--- config.mk ---
export PLATFORM = sky130hd
export DESIGN_NAME = audio_player
export DESIGN_NICKNAME = d
export VERILOG_FILES = /design/src/rtl/audio_player_pkg.sv /design/src/rtl/audio_player_interp_div.sv /design/src/rtl/audio_player.sv
export SDC_FILE = /design/constraint.sdc
export NUM_CORES = 1
export LEC_CHECK = 0
export CAP_MARGIN = 10
export CORE_ASPECT_RATIO = 0.8
export CORE_MARGIN = 2
export CORE_UTILIZATION = 49
export DETAILED_ROUTE_END_ITERATION = 8
export PLACE_DENSITY_LB_ADDON = 0.05
export RECOVER_POWER = 25
export SLEW_MARGIN = 25
export SYNTH_ARGS = -nofsm -noshare
export SYNTH_HDL_FRONTEND = slang
export SYNTH_SLANG_ARGS = --single-unit
--- constraint.sdc ---
create_clock -name clk -period 4.2 [get_ports clk]
set_input_delay 0.84 -clock clk [delete_from_list [all_inputs] [get_ports clk]]
set_output_delay 0.84 -clock clk [all_outputs]
set_load 0.02 [all_outputs]
--- src/rtl/audio_player_pkg.sv ---
// Shared types and constants for the playback engine.
// The playback engine's optional interpolation is enabled by AUDIO_PLAYER_INTERP_EN.
package audio_pkg;

    localparam int DATA_W_DEF = 16;
    localparam int ADDR_W_DEF = 20;
    localparam int SPEED_MAX  = 8;

    // I2S top-level state encodings seen by the player's host.
    localparam logic [2:0] I2S_ST_PLAY   = 3'b010;
    localparam logic [2:0] I2S_ST_RECORD = 3'b110;

    typedef enum logic [2:0] {
        ST_IDLE,
        ST_FETCH,
        ST_WAIT_RD,
        ST_CALC,
        ST_PRESENT,
        ST_PAUSED
    } state_t;

    function automatic logic [3:0] clamp_speed(input logic [3:0] s);
        if (s == 4'd0)
            return 4'd1;
        else if (s > 4'(SPEED_MAX))
            return 4'(SPEED_MAX);
        else
            return s;
    endfunction

endpackage

--- src/rtl/audio_player_interp_div.sv ---
// Restoring divider: DW-bit signed dividend by 4-bit unsigned divisor, DW+1 cycles
// from i_start to o_done. Quotient truncates toward zero; only the low QW bits are returned.
module interp_div #(
    parameter int DW = 21,
    parameter int QW = 16
) (
    input  logic          clk,
    input  logic          rst_n,
    input  logic          i_start,
    input  logic [DW-1:0] i_dividend,
    input  logic [3:0]    i_divisor,
    output logic [QW-1:0] o_quot,
    output logic          o_done
);

    localparam int CW = $clog2(DW + 1);

    logic [DW-1:0] r_q;
    logic [3:0]    r_rem;
    logic [3:0]    r_div;
    logic          r_neg;
    logic          r_busy;
    logic [CW-1:0] r_cnt;

    logic [DW-1:0] w_mag;
    logic [4:0]    w_cat;
    logic          w_ge;
    logic [3:0]    w_sub;

    assign w_mag = i_dividend[DW-1] ? ({DW{1'b0}} - i_dividend) : i_dividend;
    assign w_cat = {r_rem, r_q[DW-1]};
    assign w_ge  = w_cat >= {1'b0, r_div};
    // Remainder stays below the divisor (at most 8), so 4 bits of the difference suffice.
    assign w_sub = w_cat[3:0] - r_div;

    always_ff @(posedge clk or negedge rst_n) begin
        if (!rst_n) begin
            r_q    <= '0;
            r_rem  <= '0;
            r_div  <= '0;
            r_neg  <= 1'b0;
            r_busy <= 1'b0;
            r_cnt  <= '0;
            o_quot <= '0;
            o_done <= 1'b0;
        end else begin
            o_done <= 1'b0;
            if (i_start) begin
                r_busy <= 1'b1;
                r_cnt  <= '0;
                r_rem  <= '0;
                r_q    <= w_mag;
                r_neg  <= i_dividend[DW-1];
                r_div  <= i_divisor;
            end else if (r_busy) begin
                if (r_cnt != CW'(DW)) begin
                    r_rem <= w_ge ? w_sub : w_cat[3:0];
                    r_q   <= {r_q[DW-2:0], w_ge};
                    r_cnt <= r_cnt + 1'b1;
                end else begin
                    o_quot <= r_neg ? ({QW{1'b0}} - r_q[QW-1:0]) : r_q[QW-1:0];
                    o_done <= 1'b1;
                    r_busy <= 1'b0;
                end
            end
        end
    end

endmodule

--- src/rtl/audio_player.sv ---
// Playback sample engine: SRAM fetch, fast/slow speed, valid/request output handshake.
// Define AUDIO_PLAYER_INTERP_EN for interpolated slow mode; otherwise slow mode holds samples.
module audio_player
    import audio_pkg::*;
#(
    parameter int ADDR_W = ADDR_W_DEF,
    parameter int DATA_W = DATA_W_DEF
) (
    input  logic              clk,
    input  logic              rst_n,
    input  logic              start,
    input  logic              pause,
    input  logic              stop,
    input  logic              slow,
    input  logic [3:0]        speed,
    input  logic [ADDR_W-1:0] end_addr,
    output logic [ADDR_W-1:0] sram_addr,
    output logic              sram_rd,
    input  logic [DATA_W-1:0] sram_rdata,
    output logic [DATA_W-1:0] play_data,
    output logic              play_valid,
    input  logic              request_play_data,
    output logic              busy,
    output logic              done
);

    // Wide address arithmetic so a+speed near the top cannot wrap back into range.
    localparam int AW = ADDR_W + 4;

    state_t            r_state;
    logic [AW-1:0]     r_a;
    logic [3:0]        r_k;
    logic [3:0]        r_speed;
    logic              r_slow;
    logic [ADDR_W-1:0] r_end;

    logic [AW-1:0]     w_end;
    logic [AW-1:0]     w_na;
    logic [AW-1:0]     w_a1;
    logic              w_k_more;

    assign w_end    = {4'b0000, r_end};
    assign w_na     = r_a + (r_slow ? AW'(1) : AW'(r_speed));
    assign w_a1     = r_a + AW'(1);
    assign w_k_more = (r_k + 4'd1) < r_speed;
    assign busy     = (r_state != ST_IDLE);

`ifdef AUDIO_PLAYER_INTERP_EN
    localparam int PW = DATA_W + 5;

    logic [DATA_W-1:0] r_prev;
    logic [DATA_W-1:0] r_cur;
    logic              r_phase;
    logic              r_last;
    logic              r_cstep;
    logic              r_div_start;

    logic [DATA_W:0]   w_diff;
    logic [PW-1:0]     w_prod;
    logic [DATA_W-1:0] w_quot;
    logic              w_div_done;
    logic [AW-1:0]     w_a2;

    assign w_diff = {r_cur[DATA_W-1], r_cur} - {r_prev[DATA_W-1], r_prev};
    // Modular multiply gives the correct two's complement low bits of the signed product.
    assign w_prod = {{4{w_diff[DATA_W]}}, w_diff} * {{(PW-4){1'b0}}, r_k};
    assign w_a2   = r_a + AW'(2);

    interp_div #(.DW(PW), .QW(DATA_W)) u_div (
        .clk        (clk),
        .rst_n      (rst_n),
        .i_start    (r_div_start),
        .i_dividend (w_prod),
        .i_divisor  (r_speed),
        .o_quot     (w_quot),
        .o_done     (w_div_done)
    );
`endif

    always_ff @(posedge clk or negedge rst_n) begin
        if (!rst_n) begin
            r_state    <= ST_IDLE;
            r_a        <= '0;
            r_k        <= '0;
            r_speed    <= '0;
            r_slow     <= 1'b0;
            r_end      <= '0;
            sram_addr  <= '0;
            sram_rd    <= 1'b0;
            play_data  <= '0;
            play_valid <= 1'b0;
            done       <= 1'b0;
`ifdef AUDIO_PLAYER_INTERP_EN
            r_prev      <= '0;
            r_cur       <= '0;
            r_phase     <= 1'b0;
            r_last      <= 1'b0;
            r_cstep     <= 1'b0;
            r_div_start <= 1'b0;
`endif
        end else begin
            done <= 1'b0;
`ifdef AUDIO_PLAYER_INTERP_EN
            r_div_start <= 1'b0;
`endif
            if (stop) begin
                r_state    <= ST_IDLE;
                play_valid <= 1'b0;
                sram_rd    <= 1'b0;
            end else if (pause) begin
                if (r_state != ST_IDLE) begin
                    r_state    <= ST_PAUSED;
                    play_valid <= 1'b0;
                    sram_rd    <= 1'b0;
                end
            end else begin
                case (r_state)
                    ST_IDLE: if (start) begin
                        r_slow    <= slow;
                        r_speed   <= clamp_speed(speed);
                        r_end     <= end_addr;
                        r_a       <= '0;
                        r_k       <= '0;
                        sram_rd   <= 1'b1;
                        sram_addr <= '0;
                        r_state   <= ST_FETCH;
`ifdef AUDIO_PLAYER_INTERP_EN
                        r_phase   <= 1'b0;
                        r_last    <= 1'b0;
`endif
                    end
                    ST_PAUSED: if (start) begin
                        sram_rd   <= 1'b1;
                        sram_addr <= r_a[ADDR_W-1:0];
                        r_state   <= ST_FETCH;
`ifdef AUDIO_PLAYER_INTERP_EN
                        r_phase   <= 1'b0;
`endif
                    end
                    ST_FETCH: begin
                        sram_rd <= 1'b0;
                        r_state <= ST_WAIT_RD;
                    end
                    ST_WAIT_RD: begin
`ifdef AUDIO_PLAYER_INTERP_EN
                        if (r_slow) begin
                            if (!r_phase) begin
                                r_prev <= sram_rdata;
                                if (w_a1 > w_end) begin
                                    r_last     <= 1'b1;
                                    play_data  <= sram_rdata;
                                    play_valid <= 1'b1;
                                    r_state    <= ST_PRESENT;
                                end else begin
                                    r_last    <= 1'b0;
                                    r_phase   <= 1'b1;
                                    sram_rd   <= 1'b1;
                                    sram_addr <= w_a1[ADDR_W-1:0];
                                    r_state   <= ST_FETCH;
                                end
                            end else begin
                                r_cur       <= sram_rdata;
                                r_phase     <= 1'b0;
                                r_cstep     <= 1'b1;
                                r_div_start <= 1'b1;
                                r_state     <= ST_CALC;
                            end
                        end else
`endif
                        begin
                            play_data  <= sram_rdata;
                            play_valid <= 1'b1;
                            r_state    <= ST_PRESENT;
                        end
                    end
                    ST_PRESENT: if (request_play_data && play_valid) begin
                        play_valid <= 1'b0;
                        r_state    <= ST_CALC;
`ifdef AUDIO_PLAYER_INTERP_EN
                        r_cstep    <= 1'b0;
`endif
                    end
                    ST_CALC: begin
`ifdef AUDIO_PLAYER_INTERP_EN
                        if (r_slow) begin
                            if (r_cstep) begin
                                // Ignore a stale done from a run abandoned by pause.
                                if (w_div_done && !r_div_start) begin
                                    play_data  <= r_prev + w_quot;
                                    play_valid <= 1'b1;
                                    r_state    <= ST_PRESENT;
                                end
                            end else if (r_last) begin
                                done    <= 1'b1;
                                r_state <= ST_IDLE;
                            end else if (w_k_more) begin
                                r_k         <= r_k + 4'd1;
                                r_cstep     <= 1'b1;
                                r_div_start <= 1'b1;
                            end else begin
                                r_k    <= '0;
                                r_prev <= r_cur;
                                r_a    <= w_a1;
                                if (w_a2 > w_end) begin
                                    r_last     <= 1'b1;
                                    play_data  <= r_cur;
                                    play_valid <= 1'b1;
                                    r_state    <= ST_PRESENT;
                                end else begin
                                    r_phase   <= 1'b1;
                                    sram_rd   <= 1'b1;
                                    sram_addr <= w_a2[ADDR_W-1:0];
                                    r_state   <= ST_FETCH;
                                end
                            end
                        end else
`endif
                        begin
                            if (r_slow && w_k_more) begin
                                r_k        <= r_k + 4'd1;
                                play_valid <= 1'b1;
                                r_state    <= ST_PRESENT;
                            end else begin
                                r_k <= '0;
                                if (w_na > w_end) begin
                                    done    <= 1'b1;
                                    r_state <= ST_IDLE;
                                end else begin
                                    r_a       <= w_na;
                                    sram_rd   <= 1'b1;
                                    sram_addr <= w_na[ADDR_W-1:0];
                                    r_state   <= ST_FETCH;
                                end
                            end
                        end
                    end
                    default: r_state <= ST_IDLE;
                endcase
            end
        end
    end

endmodule
* Word level (Yosys, flattened, before mapping)
Index checks and enable logic that the tools add are counted.
** Cells by class
- Add/subtract/negate cells :: 2
- Multiply operators :: 0
- Div/mod/pow operators :: 0
- $lt $le $gt $ge :: 3
- Equal/unequal tests :: 15
- Shifts and indexed selects :: 0
- Multiplexer cells :: 40
- Bitwise gates (word level) :: 2
- Reductions and logical operators :: 18
** Operator list (number)
- 2-to-1 mux 20 bit :: 4
- 2-to-1 mux 24 bit :: 3
- one-hot mux 20 bit (3 select lines) :: 1
- one-hot mux 24 bit (2 select lines) :: 1
- adder 24 x 4 -> 24 bit :: 1
- > comparator 24 x 20 -> 1 bit :: 1
- 2-to-1 mux 4 bit :: 5
- 2-to-1 mux 3 bit :: 6
- 2-to-1 mux 1 bit :: 16
- != test 4 bit (second input constant) :: 4
- one-hot mux 3 bit (5 select lines) :: 1
- AND reduction 4 bit :: 3
- nonzero test 5 bit :: 2
- != test 2 bit (second input constant) :: 4
- one-hot mux 4 bit (2 select lines) :: 1
- AND reduction 7 bit :: 1
- == test 3 x 2 -> 1 bit (second input constant) :: 2
- == test 3 bit (second input constant) :: 2
- one-hot mux 1 bit (3 select lines) :: 2
- AND reduction 3 bit :: 2
- AND reduction 6 bit :: 1
- nonzero test 3 bit :: 2
- AND reduction 5 bit :: 1
- adder 4 x 1 -> 4 bit (second input constant) :: 1
- other kinds (11) :: 13
** Word-level totals
- Bits in registers :: 95
- Bits in latches :: 0
- Memory bits (writable) :: 0
- Bits in read-only memories :: 0
- Input port bits :: 47
- Output and inout bits :: 40
- Word-level logic and storage cells :: 91
- Memories :: 0

* Logic depth before layout (Yosys ltp)
Gate-level depths: netlist of run 1.
- Word-level depth :: 8
- Mapped depth :: 20
- Depth with buffers taken out :: 18

* Least setup slack after synthesis of run 1
Ideal clock, no wire load.
- Path kind :: flip-flop to flip-flop
- Start point :: register r_slow
- End point :: register sram_addr[10]
- Setup time :: 0.125 ns
- Data arrival time :: 4.228 ns
- Required time :: 4.075 ns
- Slack :: -0.153 ns
- Stages on the path, launching flop included :: 20
- Path buffers :: 2
- Clock period less this slack :: 4.353 ns
- Path through :: dfrtp_1 -> or2_2 -> ha_1 -> fa_1 -> a211oi_1 -> nor2_1 -> buf_2 -> nand3_1 -> xor2_1 -> inv_1 -> ha_1 -> nand4_1 -> nor3_1 -> a221oi_1 -> o21ai_0 -> o21ai_0 -> nand2_2 -> a211oi_4 -> buf_6 -> mux2_4
** On the way
- Longest elaborated chain between the ends :: 5
- Elaborated cells between the ends (all ways) :: 10
- Those cells by class :: add/sub (1); order compare (1); eq/ne (2); mux (4); reduce/logical (2)
** RTL lines
- start, declared :: RTL line audio_player.sv:34 : logic r_slow;
- start signal, assigned :: RTL line audio_player.sv:119 : r_slow <= slow;
- 2-to-1 mux 4 bit :: RTL line audio_player.sv:43 : assign w_na = r_a + (r_slow ? AW'(1) : AW'(r_speed));
- adder 24 x 4 -> 24 bit :: RTL line audio_player.sv:43
- > comparator 24 x 20 -> 1 bit / 2-to-1 mux 20 bit (equally long branches) :: RTL line audio_player.sv:225 : if (w_na > w_end) begin
- != test 2 bit (no source line) / 2-to-1 mux 20 bit (equally long branches)
- AND reduction 7 bit (no source line) / one-hot mux 20 bit (3 select lines) (equally long branches)
- end signal, assigned :: RTL line audio_player.sv:134 : sram_addr <= r_a[ADDR_W-1:0];
- end signal, assigned :: RTL line audio_player.sv:231 : sram_addr <= w_na[ADDR_W-1:0];
- end, declared :: RTL line audio_player.sv:17 : output logic [ADDR_W-1:0] sram_addr,
Parallel ways exist; a longest one is shown, timed or not. The select of a mux whose other input is x is not followed.
A chain may end at the register's enable or synchronous reset.

* Final worst setup path of run 1
- Start point :: register r_speed[0]
- End point :: register sram_addr[1]
** On the way
- Longest elaborated chain between the ends :: 5
- Elaborated cells between the ends (all ways) :: 11
- Those cells by class :: add/sub (1); order compare (2); eq/ne (2); mux (4); reduce/logical (2)
** RTL lines
- start, declared :: RTL line audio_player.sv:33 : logic [3:0] r_speed;
- start signal, assigned :: RTL line audio_player.sv:120 : r_speed <= clamp_speed(speed);
- 2-to-1 mux 4 bit :: RTL line audio_player.sv:43
- adder 24 x 4 -> 24 bit :: RTL line audio_player.sv:43
- > comparator 24 x 20 -> 1 bit / 2-to-1 mux 20 bit (equally long branches) :: RTL line audio_player.sv:225
- != test 2 bit (no source line) / 2-to-1 mux 20 bit (equally long branches)
- AND reduction 7 bit (no source line) / one-hot mux 20 bit (3 select lines) (equally long branches)
Parallel ways exist; a longest one is shown, timed or not. The select of a mux whose other input is x is not followed.

==> impl_results.md, run 1 <==
* Clk_lat worst skew at 350 ps
* FFs w/ async S/R, synth at 100%
* Area share of the leading cell type in the synthesized netlist at 44.8%
* Average wire per standard cell at 17.4 um
* Average instance area after synthesis at 10.4 um^2
* Min-Delay Startpoint: r_speed[1]
* Leak pwr at 0.00339 uW
* Floorplan die width at 120 um
* Post-detailed-route DRC marker count at 0
* Longest Clk Path Bufs at 2
* Global routing usage on met3 at 5.22%
* Highest clock rate at 238 MHz
* Final weighted congestion in routability-driven placement at 0.855
* Count of placed standard cells in the final layout, fillers left out at 784
* Final setup TNS at 0 ps
* Final cycle utilization of the critical path at 99.9%
* Sequential share of the synthesized area at 44.8%
* Remaining number of nets flagged by the antenna check after routing at 0
* RSZ-0062 raised after global routing: true
* Worst slew slack as a fraction of its limit at -40.4%
* Power density over cell area at 403 nW/um^2
* Crit-path max FO at 8
* Number of antenna violations at the first check in global routing at 0
* Post-layout min period at 4190 ps
* Number of enable flip-flop cells after synthesis at 0
* Kind of start point of the critical path: flip-flop
* GRT Resource Usage Total at 23.3%
* GRT met2 Usage at 35.4%
* Number of vias in the routed layout at 4,338
* Worst hold path type: reg2reg
* Run status: complete, but fails checks
* IR drop worst, VDD at 0.305 mV
* Clk Tree Root Cell: clkbuf_16
* Total power at 2960 uW
* Starting utilization of the core area at 51.0%
* Top_reg_cell synth: dfrtp_1
* Total die area at 11,700 um^2
* Deepest level of the CTS H-tree at 3
* Summed instance area of the synthesized netlist at 5310 um^2
* Number of hold buffers added after cts at 0
* Average via count per standard cell at 5.53
* Fraction of layout cells with a size suffix above 1 at 28.3%
* Final setup violation count at 0
* Fraction of met1 tracks used by global routing at 33.8%
* Net count after synthesis at 588
* Relative area change from synthesis to final layout at 38.3%
* Final WL at 13,700 um
* CTS tree: built
* Sum of overflow across all layers after global routing at 0
* Endpoint class of the critical path: flip-flop
* Vert. Die Dim at 97.1 um
* Final hold violation count at 0
* Count of state elements after synthesis at 95
* Clock-pin transition on the worst setup and hold timing paths at 60 ps
* Placed wire-length estimate after detailed placement at 9270 um
* Yosys top cell by area: dfrtp_1
* Total clock sinks at 95
* Arrival time at the worst endpoint at 4420 ps
* Yosys warnings at 0
* Initial DRT Pass Iterations at 5
* Largest net degree at the start of global routing at 85
* Global-route wire length before repair at 21,400 um
* Placeable core region at 10,400 um^2
* Required arrival time at the worst endpoint at 4430 ps
* Start point of the critical path: r_speed[0]
* Net count reported at finish at 715
* Setup Crit Path Kind: reg2reg
* Vias in the first global route at 4,238
* # rows at 33
* Actual transition at the worst max-transition pin at 2110 ps
* Number of pins exceeding their max-slew limit in the final report at 85
* Worst r2r src: r_speed[0]
* Number of antenna repair diodes at 0
* Max_cap viols at 1
* Top Ports at 87
* Synth top area cells: dfrtp_1 (45%), mux2_2 (8.3%), ha_1 (6.6%)
* Max Clock Skew at 10.0 ps
* Busiest grt layer: met2
* Post-synthesis cell count at 512
* 1st-iter DRT viols at 255
* Number of unique standard cell types used by synthesis at 57
* Violations in the final reports: max-capacitance violations, max-slew violations
* Placed insts at 744
* Quantity of I/O buffers inserted on ports at 86
* Number of CTS-inserted buffers at 9
[final cells by class]
| type | instances | area (um^2) |
|---|---|---|
| fill | 789 | 3060 |
| multi-input combinational | 350 | 2990 |
| sequential | 95 | 2380 |
| timing repair buffer | 141 | 1320 |
| clock buffer | 13 | 260 |
| tap | 140 | 175 |
| inverter | 42 | 158 |
| clock inverter | 3 | 65.1 |
[cells by family after synthesis]
family / after synthesis / synth area share [%]
muxes: 58 / 13.0
DFF: 95 / 44.8
AOI/OAI and AO/OA: 103 / 13.2
buffers and inverters: 67 / 5.37
adders and majority gates: 30 / 7.16
and+or+nand+nor: 139 / 13.2
xor gates and xnor gates: 20 / 3.30
[critical path, stage by stage (launching register included)]
cell	delay (ps)
dfrtp_1	390
or2_4	260
ha_4	160
fa_2	380
a211oi_4	320
nor2_4	110
nand3_2	110
xor2_2	170
inv_1	110
ha_4	230
nand4_1	150
nor3_2	90
a221oi_2	270
o21ai_1	130
o21ai_2	220
nand2_2	110
a211oi_4	240
buf_6	150
buf_12	150
mux2_4	310
[routing by layer]
metal,vias to the layer above,wire (um),share of wire (%)
met2,143,6250,46
met5,-,0,0
met4,0,170,1.2
met3,17,877,6.4
li1,2054,-,-
met1,2124,6370,47
[state kept, by name, indices dropped and copies added, names as in the netlist]
register / flops
r_a: 24
r_end: 20
sram_addr: 20
play_data: 16
r_k: 4
r_speed: 4
r_state: 3
done: 1
play_valid: 1
r_slow: 1
sram_rd: 1
[through the flow]
step	hold slack, ps	util (%)	instance area, um^2	setup slack, ps
after global routing	524	70.6	7350	-146
after global placement	471	62.4	6490	-229
after CTS	494	67.5	7030	6.24
after detailed placement	480	62.4	6490	-336
final	501	70.6	7350	5.23
after floorplan	450	-	5320	18.1
[cells in the final DEF, fill, tap and decap left out, types with 4 or more instances in the layout]
| cell | instances |
|---|---|
| nand2_1 | 43 |
| a21o_1 | 5 |
| o31ai_1 | 7 |
| nor2_1 | 17 |
| nand2b_1 | 6 |
| o21a_1 | 4 |
| mux2_4 | 19 |
| inv_2 | 4 |
| ha_1 | 18 |
| buf_6 | 5 |
| nand4_1 | 8 |
| buf_4 | 47 |
| o21ai_0 | 25 |
| a21oi_1 | 15 |
| and3_1 | 7 |
| a22o_1 | 17 |
| nand3_1 | 12 |
| xor2_1 | 7 |
| mux2_2 | 38 |
| nand2_2 | 5 |
| xnor2_1 | 7 |
| inv_1 | 38 |
| dfrtp_1 | 95 |
| clkdlybuf4s50_1 | 85 |
| clkbuf_16 | 9 |
| nand3_2 | 4 |
| and2_1 | 5 |
| a21oi_2 | 4 |
| ha_4 | 10 |
[cells in the mapped netlist, types with 2 or more instances]
| library cell | instances |
|---|---|
| a21boi_0 | 2 |
| buf_1 | 3 |
| nor3_1 | 3 |
| nor2b_1 | 3 |
| inv_1 | 42 |
| mux2_4 | 10 |
| o2bb2ai_1 | 2 |
| xnor2_1 | 10 |
| mux2_1 | 8 |
| a211oi_1 | 4 |
| a21o_1 | 5 |
| nor3b_1 | 2 |
| dfrtp_1 | 95 |
| a21oi_1 | 18 |
| xor2_1 | 10 |
| buf_6 | 3 |
| mux2_2 | 39 |
| and4_1 | 3 |
| and3_1 | 7 |
| o21ai_0 | 29 |
| a22o_1 | 17 |
| nand4_1 | 8 |
| buf_2 | 6 |
| and2_1 | 7 |
| o211ai_1 | 3 |
| nor4_1 | 2 |
| a31oi_1 | 2 |
| nand2b_1 | 6 |
| nor2_1 | 21 |
| or3_1 | 4 |
| ha_1 | 28 |
| clkbuf_1 | 12 |
| nand2_1 | 48 |
| o31ai_1 | 7 |
| or2_2 | 2 |
| o21a_1 | 4 |
| nand3b_1 | 2 |
| nand3_1 | 16 |
[worst paths after layout]
path                            endpoint  slack [ps]  depth (start not counted)
max                         sram_addr[1]           5                         19
min                           r_speed[1]         500                          2
max reg2reg                 sram_addr[1]           5                         19
min reg2reg                   r_speed[1]         500                          2
max in group asynchronous  sram_addr[19]        1850                          1
min in group asynchronous  sram_addr[11]        1100                          1
[power breakdown]
part	switching (uW)	internal, uW	total (uW)
clock network	342	554	896
registers	92.1	1070	1160
logic	438	467	905
total	872	2090	2960
[what timing repair did]
action	4_1_cts	5_1_grt
pin swaps	11	28
gates resized for setup	20	53
gates cloned	1	0
buffers inserted	15	9
setup endpoints to repair	46	46
Note: power is estimated with default switching activity, not from simulation.
==> inputs of run 2 (changes only) <==
==> constraint.sdc (replaced) <==
create_clock -name clk -period 3.8 [get_ports clk]
set_input_delay 0.76 -clock clk [delete_from_list [all_inputs] [get_ports clk]]
set_output_delay 0.76 -clock clk [all_outputs]
set_load 0.02 [all_outputs]
==> impl_results.md, run 2 (synthesized netlist as in run 1, its figures left out) <==
* Run status: complete, but fails checks
* Violations in the final reports: max-capacitance violations, max-slew violations, negative setup slack
* Relative area change from synthesis to final layout at 48.9%
* IR drop worst, VDD at 0.412 mV (+35%)
* Initial DRT Pass Iterations at 5 (unchanged)
* Total clock sinks at 95 (unchanged)
* Fraction of layout cells with a size suffix above 1 at 36.2% (+8.0 points)
* Multi-input logic area at 3030 um^2 (+1.5%)
* Vias in the first global route at 4,785 (+13%)
* Placed wire-length estimate after detailed placement at 9710 um (+4.7%)
* Largest delay share family, worst path: simple AND/OR/NAND/NOR gates
* Final cycle utilization of the critical path at 116% (+16 points)
* Number of antenna violations at the first check in global routing at 0 (unchanged)
* Clk_lat worst skew at 350 ps (about the same)
* Number of vias in the routed layout at 4,827 (+11%)
* Highest clock rate at 227 MHz (-4.7%)
* Final weighted congestion in routability-driven placement at 0.910 (+6.5%)
* Clock-pin transition on the worst setup and hold timing paths at 70 ps (about the same)
* Required arrival time at the worst endpoint at 4040 ps (-390 ps)
* Worst Reg-to-Reg Cells at 20 (+1)
* Arrival time at the worst endpoint at 4640 ps (+220 ps)
* Cell type with the highest occurrence count on the critical path: buf_4
* Register name with the most flops: r_a
* # rows at 33 (unchanged)
* Starting utilization of the core area at 51.0% (unchanged)
* Actual transition at the worst max-transition pin at 1590 ps (-513 ps)
* Sum of overflow across all layers after global routing at 0 (unchanged)
* Longest Clk Path Bufs at 2 (unchanged)
* Deepest level of the CTS H-tree at 3 (unchanged)
* FF-to-FF End: r_a[6]
* Quantity of I/O buffers inserted on ports at 86 (unchanged)
* Max Clock Skew at 9.45 ps (-0.582 ps)
* End point of the worst hold path: r_speed[1]
* CTS tree: built
* Number of antenna repair diodes at 0 (unchanged)
* Total die area at 11,700 um^2 (unchanged)
* Clk Tree Root Cell: clkbuf_16
* Setup Crit Path Kind: reg2reg
* Min-Delay Startpoint: r_speed[1]
* 1st-iter DRT viols at 318 (+25%)
* Floorplan die width at 120 um (unchanged)
* Final WL at 16,100 um (+18%)
* FILL cells at 714 (-9.5%)
* Max FFs per register at 24 (unchanged)
* Average via count per standard cell at 5.65 (+2.0%)
* Net count reported at finish at 786 (+9.9%)
* Most used cells in the layout excluding fill and tap cells: buf_4 (110), dfrtp_1 (95), clkdlybuf4s50_1 (85)
* Leak pwr at 0.00374 uW (+10%)
* Met1 Routed Length at 6970 um (+9.4%)
* Crit-path max FO at 7 (-1)
* Post-layout min period at 4400 ps (+208 ps)
* Final setup violation count at 47 (+47)
* Metal3 WL at 1100 um (+25%)
* Number of CTS-inserted buffers at 9 (unchanged)
* Count of placed standard cells in the final layout, fillers left out at 855 (+9.1%)
* Final hold violation count at 0 (unchanged)
* Crit-path slowest cell: dfrtp_1
* Average wire per standard cell at 18.9 um (+8.3%)
* Area taken by flip-flops and latches at 2380 um^2 (unchanged)
* Number of hold buffers added after cts at 0 (unchanged)
* Placeable core region at 10,400 um^2 (unchanged)
* Vert. Die Dim at 97.1 um (unchanged)
* Slowest cell delay on critical path at 420 ps (+30 ps)
* Highest routing layer actually used: met4
* Worst slew slack as a fraction of its limit at -6.17% (+34 points)
* Global-route wire length before repair at 24,400 um (+14%)
* Number of pins exceeding their max-slew limit in the final report at 63 (-26%)
* Largest registers: r_a: 24 flops, r_end: 20 flops, sram_addr: 20 flops
* Largest net degree at the start of global routing at 63 (-26%)
* Power density over cell area at 418 nW/um^2 (+3.6%)
* Worst hold stages at 2 (unchanged)
* Remaining number of nets flagged by the antenna check after routing at 0 (unchanged)
* Top Ports at 87 (unchanged)
* RSZ-0062 raised after global routing: true
* CP Buf/Inv Count at 5 (+2)
* Max_cap viols at 1 (unchanged)
* Worst r2r src: r_slow
* Kind of start point of the critical path: flip-flop
* GRT Resource Usage Total at 26.6% (+3.2 points)
* Met2 routed WL at 7530 um (+20%)
* Worst hold path type: reg2reg
* Post-detailed-route DRC marker count at 0 (unchanged)
* Endpoint class of the critical path: flip-flop
* Placed insts at 771 (+3.6%)
* Smallest setup slack after layout at -603 ps (-608 ps)
* Cells along the critical path: or2_4 -> ha_4 -> fa_2 -> a211oi_4 -> nor2_4 -> nand3_2 -> xor2_2 -> inv_2 -> ha_4 -> nand4_1 -> nor3_2 -> buf_4 -> o311a_1 -> o21ai_4 -> buf_4 -> buf_6 -> buf_4 -> nand3b_1 -> a21oi_1 -> a21o_1
* Worst-case register-to-register setup slack at -600 ps (-610 ps)
* Final setup TNS at -23,820 ps (-23,820 ps)
* Most common library cell in the layout ignoring fill and taps: buf_4
run 2: through the flow:
stage	power, uW	hold WS, ps	utilization (%)	worst slack, ps	instance area (um^2)
floorplan	1820	450	-	-167	5380
global route	3480	515	76.0	-715	7910
CTS	3250	494	73.3	-350	7630
detailed placement	2250	473	64.8	-472	6740
global placement	2210	468	64.8	-392	6740
finish	3300	487	76.0	-603	7910
run 2: worst max-delay path by stage:
stage,start,to,slack [ps],cells after the start
floorplan,r_slow,sram_addr[10],-170,19
global placement,r_slow,r_a[17],-390,19
detailed placement,r_slow,sram_addr[3],-470,18
CTS,r_slow,sram_addr[3],-350,18
global route,r_slow,r_a[6],-720,22
finish,r_slow,r_a[6],-600,20
run 2: layer usage:
layer / vias up / global-route usage (%)
li1: 2191 / -
met1: 2371 / 36.5
met2: 222 / 40.8
met3: 43 / 6.87
met4: 0 / 9.21
met5: - / 0
run 2: timing repair:
| action | in CTS | in global routing |
|---|---|---|
| cloned | 0 | 0 |
| setup endpoints to repair | 46 | 47 |
| pin swaps | 14 | 29 |
| setup buffers | 59 | 12 |
| gates resized for setup | 36 | 42 |
run 2: cell type report:
cell class / count / share of cell area [%]
Clock buffer: 13 / 3.16
Clock inverter: 3 / 0.538
Timing Repair Buffer: 212 / 23.7
Inverter: 42 / 1.99
Tap cell: 140 / 2.22
Sequential cell: 95 / 30.1
Multi-Input combinational cell: 350 / 38.4
run 2: worst register-to-register path, delay by kind of cell, from the launching register on:
family | cells | cell delay [ps]
AND/OR/NAND/NOR | 6 | 1230
AO/OA/AOI/OAI | 5 | 960
adder cells (fa/ha/maj) | 3 | 800
buffers and inverters | 5 | 680
flip-flops | 1 | 420
XOR/XNOR | 1 | 200
run 2: power by group:
| part | total (uW) | leakage (uW) | internal [uW] | switching (uW) |
|---|---|---|---|---|
| Clock | 913 | 0.000140 | 528 | 384 |
| Combinational | 1110 | 0.00235 | 577 | 528 |
| Sequential | 1290 | 0.00126 | 1180 | 106 |
==> variant 1: new RTL, settings of run 2 <==
Set the package constant `DATA_W_DEF` to 32 (it was 16).
--- a/src/rtl/audio_player_pkg.sv
+++ b/src/rtl/audio_player_pkg.sv
@@ -2,7 +2,7 @@
 // The playback engine's optional interpolation is enabled by AUDIO_PLAYER_INTERP_EN.
 package audio_pkg;
 
-    localparam int DATA_W_DEF = 16;
+    localparam int DATA_W_DEF = 32;
     localparam int ADDR_W_DEF = 20;
     localparam int SPEED_MAX  = 8;
 
Interface: changed (resized play_data and sram_rdata); port bits go from 87 to 119. The function was not compared with the original's and may differ.
==> variant 1 against run 2 <==
The flow still finishes with violations (capacitance limit, slew limit, setup timing). Synthesized cell count increased by 14%. Sequential cell count is 16 higher. Die area increased by 9.8%. Setup slack got worse by 440 ps. Area after synthesis up 10%. Global-route usage fell by 2.2 points. Design area is 4.6% higher. Wire length grew 0.89%. Clock skew increased by 1.3 ps. Critical path type unchanged.
Power is not compared: it rests on default switching activity, and its combinational part moved more than twofold at a synthesized area within 25%.
==> variant 1: results (changes against run 2) <==
| Metric | Value |
|---|---|
| Clk slew on worst S/H paths | 70 ps (about the same) |
| Wire length on met2 | 8040 um (was 7530 um) |
| Clock Root Buffer | clkbuf_16 (unchanged) |
| Max_cap viols | 1 (unchanged) |
| I/O Buffers | 118 (was 86) |
| Met1 wire length | 6950 um (was 6970 um) |
| Max Buffers Root-to-Sink | 2 (unchanged) |
| Largest net degree at the start of global routing | 64 (was 63) |
| GRT Resource Usage Total | 24.4% (was 26.6%) |
| Commonest cells post-synth | dfrtp_1, nand2_1, mux2_2, o21ai_0, inv_1 (was dfrtp_1, nand2_1, inv_1, mux2_2, o21ai_0) |
| Peak supply drop | 0.301 mV |
| Largest Register | play_data (was r_a) |
| Routed wl met3 | 1000 um (was 1100 um) |
| First-pass GRT wire length | 24800 um (was 24400 um) |
| Setup Viol. Count Final | 47 (unchanged) |
| Initial DRT Pass Iterations | 5 (unchanged) |
| Min-delay worst type | register to register (unchanged) |
| Sw Share | 37.2% |
| Final WS setup | -1040 ps (was -603 ps) |
| Failing checks | capacitance limit, slew limit, setup timing (unchanged) |
| Ranking of synthesized cells by area | dfrtp_1, mux2_2, ha_1 (unchanged) |
| YS warnings | 0 (unchanged) |
| Fin Setup TNS | -43400 ps (was -23820 ps) |
| Hpwl dp | 11100 um (was 9710 um) |
| CTS Hold Bufs | 0 (unchanged) |
| Slew at the pin with the worst max-slew slack | 2650 ps (was 1590 ps) |
| Post-route ant nets | 0 (unchanged) |
| Outcome | finished with violations (unchanged) |
| Post-DP Area | 7650 um^2 (was 6740 um^2) |
| Detailed Route Iter0 Violations | 304 (was 318) |
| Critical path arrival | 5090 ps (was 4640 ps) |
| Top routing layer used | met4 (unchanged) |
| Gpl congestion | 0.880 (was 0.910) |
| Avg WL per Cell | 17.7 um (was 18.9 um) |
| Netlist cell types | 52 (was 57) |
| Critical Path Sink | sram_addr[6] (was r_a[6]) |
| LEAKAGE | 0.00381 uW |
| Post-synthesis compound-gate area fraction | 13.8% (was 13.2%) |
| Layout Nets | 859 (was 786) |
| Number of global-route vias before repair | 5023 (was 4785) |
| Share of layout cells above drive strength 1 | 24.1% (was 36.2%) |
| DR vias | 5129 (was 4827) |
| Final Max Slew Viols | 50 (was 63) |
| Fillers | 893 (was 714) |
| Post-synthesis xor/xnor area fraction | 2.84% (was 3.30%) |
| Register area share after synthesis | 47.5% (was 44.8%) |
| Synth Area in Adders | 6.33% (was 7.16%) |
| Clock Skew | 10.7 ps (was 9.45 ps) |
| Multiplexer share of the synthesized area | 10.7% (was 13.0%) |
| Crit path max fanout | 8 (was 7) |
| Top flop regs | play_data: 32 flops, r_a: 24 flops (was r_a: 24 flops, r_end: 20 flops, sram_addr: 20 flops) |
| FF-to-FF path depth | 19 (was 20) |
| Mapped Nets | 675 (was 588) |
variant 1: logic make-up (layout without fill, tap and decap cells):
kind of cell    Yosys count  count (layout)
fa+ha+maj                29              29
simple gates            173             173
xor+xnor                 19              19
mux                      56              56
compound gates          126             128
buf+inv                  69             256
flops                   111             111
variant 1: area by class of cell:
type	instances	area, um^2	share of cell area, %
multi-input cells	405	3050	36.8
flip-flops and latches	111	2780	33.6
repair buffers	202	1850	22.3
clock buffers	10	229	2.77
well taps	148	185	2.24
inverters	38	143	1.72
clock inverters	6	45.0	0.544
variant 1: what timing repair did:
item / in CTS / in global routing
gates cloned: 0 / 4
gates resized for setup: 5 / 44
setup endpoints to repair: 47 / 47
setup buffers: 3 / 12
pin swaps: 1 / 20
variant 1: per-layer routing:
layer  up-vias  GRT usage (%)
li1       2416              -
met1      2526           31.8
met2       159           41.7
met3        28           5.02
met4         0           7.02
met5         -              0
variant 1: metrics by stage:
stage | setup slack (ps) | instances | total power, uW | util, % | hold WS [ps]
2_1_floorplan | -528 | 583 | 2900 | - | 464
3_3_place_gp | -619 | 885 | 3780 | 66.1 | 488
5_1_grt | -1190 | 920 | 5220 | 71.6 | 517
4_1_cts | -703 | 904 | 4800 | 68.9 | 450
6_report | -1040 | 920 | 4910 | 71.6 | 506
3_5_place_dp | -764 | 885 | 3850 | 66.1 | 495
variant 1: worst min-delay path by stage:
stage / start / slack (ps) / cells after the start / end
floorplan: rst_n / 460 / 0 / done
global placement: play_data[29] / 490 / 1 / play_data[29]
detailed placement: play_data[29] / 490 / 1 / play_data[29]
CTS: rst_n / 450 / 1 / r_end[0]
global route: play_data[2] / 520 / 1 / play_data[2]
finish: play_data[28] / 510 / 1 / play_data[28]
==> variant 2: new RTL, flow settings as in run 2 <==
Without the edit above. Put a register stage on the output `busy`, with the module's reset. The value now appears one clock later. The other outputs are not delayed to match.
--- a/src/rtl/audio_player.sv
+++ b/src/rtl/audio_player.sv
@@ -43,7 +43,13 @@
     assign w_na     = r_a + (r_slow ? AW'(1) : AW'(r_speed));
     assign w_a1     = r_a + AW'(1);
     assign w_k_more = (r_k + 4'd1) < r_speed;
-    assign busy     = (r_state != ST_IDLE);
+    always_ff @(posedge clk or negedge rst_n) begin
+        if (!rst_n) begin
+            busy <= '0;
+        end else begin
+            busy <= (r_state != ST_IDLE);
+        end
+    end
 
 `ifdef AUDIO_PLAYER_INTERP_EN
     localparam int PW = DATA_W + 5;
Formal check against the unedited RTL: not equivalent (Yosys sat finds a counterexample within 4 cycles, from zero or initial values and one cycle with rst_n low).
==> variant 2 against run 2 <==
Design area down 4.5%. The flow still finishes with violations (capacitance limit, slew limit, setup timing). Count of clock-buffer cells in the layout is 4 lower. Hold slack improved by 17 ps. Power grew 4.8%. Synthesized cell count up 0.20%. Sequential share of layout area increased by 1.8 points. Wire length is 14% lower. Sequential cell count is 1 higher. Setup slack gained 280 ps. Largest power group unchanged. Area after synthesis up 0.47%.
==> variant 2: results (changes against run 2) <==
| Metric | Value |
|---|---|
| Outcome | finished with violations (unchanged) |
| Failing checks | capacitance limit, slew limit, setup timing (unchanged) |
| Setup Viol. Count Final | 46 (was 47) |
| Met2 Use GR | 36.7% (was 40.8%) |
| Fin Setup TNS | -10150 ps (was -23820 ps) |
| Detailed Route Iter0 Violations | 315 (was 318) |
| Share of layout cells above drive strength 1 | 29.2% (was 36.2%) |
| Ranking of synthesized cells by area | dfrtp_1, mux2_2, ha_1 (unchanged) |
| Gpl congestion | 0.831 (was 0.910) |
| Slew at the pin with the worst max-slew slack | 2960 ps (was 1590 ps) |
| Max_cap viols | 1 (unchanged) |
| Met3 Use GR | 4.40% (was 6.87%) |
| Final WS setup | -319 ps (was -603 ps) |
| Final Max Slew Viols | 56 (was 63) |
| Hpwl dp | 9720 um (was 9710 um) |
| Avg WL per Cell | 17.2 um (was 18.9 um) |
| GRT Resource Usage Total | 24.5% (was 26.6%) |
| Largest net degree at the start of global routing | 56 (was 63) |
| Register area share after synthesis | 45.0% (was 44.8%) |
| Number of global-route vias before repair | 4279 (was 4785) |
| Mapped Nets | 589 (was 588) |
| Critical path arrival | 4350 ps (was 4640 ps) |
| Peak supply drop | 0.395 mV (was 0.412 mV) |
| Sw Share | 28.6% (was 30.8%) |
| DR vias | 4404 (was 4827) |
| Clock Skew | 11.1 ps (was 9.45 ps) |
| Commonest cells post-synth | dfrtp_1, nand2_1, inv_1, mux2_2, o21ai_0 (unchanged) |
-- variant 2: what timing repair did --
action / 4_1_cts / 5_1_grt
hold buffers: 0 / 0
endpoints found under the setup margin: 46 / 47
hold endpoints to repair: 0 / 0
cloned: 1 / 1
gates resized for setup: 36 / 16
buffers inserted: 9 / 10
pin swaps: 14 / 14
-- variant 2: critical path: stages, from the launching register on --
cell and delay [ps]:
dfrtp_1 380, or2_4 260, ha_4 170, fa_2 360, a211oi_4 290, nor2_4 110
nand3_2 90, xor2_1 180, inv_1 90, ha_1 270, nand4_1 170, nor3_2 80
a221oi_2 270, o21ai_1 120, o21ai_2 200, nand2_2 100, a211oi_4 330, buf_6 220
mux2_4 320
-- variant 2: per-stage QoR --
| stage | std cells | setup slack, ps | hold slack [ps] | cell area, um^2 | power (uW) |
|---|---|---|---|---|---|
| after floorplan | 513 | -167 | 450 | 5400 | 1830 |
| final | 812 | -319 | 503 | 7550 | 3460 |
| after global placement | 777 | -353 | 471 | 6790 | 2240 |
| after CTS | 802 | -334 | 481 | 7390 | 3440 |
| after detailed placement | 777 | -541 | 478 | 6790 | 2270 |
| after global routing | 812 | -514 | 519 | 7550 | 3650 |
-- variant 2: cell type report --
class	count	area [um^2]
sequential	96	2400
tap	144	180
timing repair buffer	165	1540
inverter	42	158
clock inverter	6	133
clock buffer	9	225
fill	817	3170
multi-input combinational	350	2910
-- variant 2: worst paths after layout --
| path | to | start | slack (ps) | depth (start not counted) |
|---|---|---|---|---|
| min reg2reg | r_end[14] | r_end[14] | 500 | 1 |
| max in group asynchronous | play_data[12] | rst_n | 750 | 1 |
| max reg2reg | sram_addr[5] | r_speed[0] | -320 | 18 |
| min | r_end[14] | r_end[14] | 500 | 1 |
| min in group asynchronous | r_end[11] | rst_n | 1380 | 1 |
| max | sram_addr[5] | r_speed[0] | -320 | 18 |
-- variant 2: cell families after synthesis --
group           share of synthesized area, %
compound gates                          13.1
fa+ha+maj                               7.13
xor+xnor                                3.28
mux                                     12.9
simple gates                            13.2
flops                                   45.0
buf+inv                                 5.35
-- variant 2: power by group through the flow --
stage,registers [uW],clock network (uW),logic (uW)
6_report,1300,1090,1070
5_1_grt,1320,1160,1170
4_1_cts,1300,1120,1020
3_5_place_dp,1320,0,949
3_3_place_gp,1310,0,928
2_1_floorplan,1370,0,460
-- variant 2: layer usage --
metal  wire [um]  up-vias
met4         127        0
li1            -     2112
met2        6250      134
met3         719        8
met5           0        -
met1        6860     2150
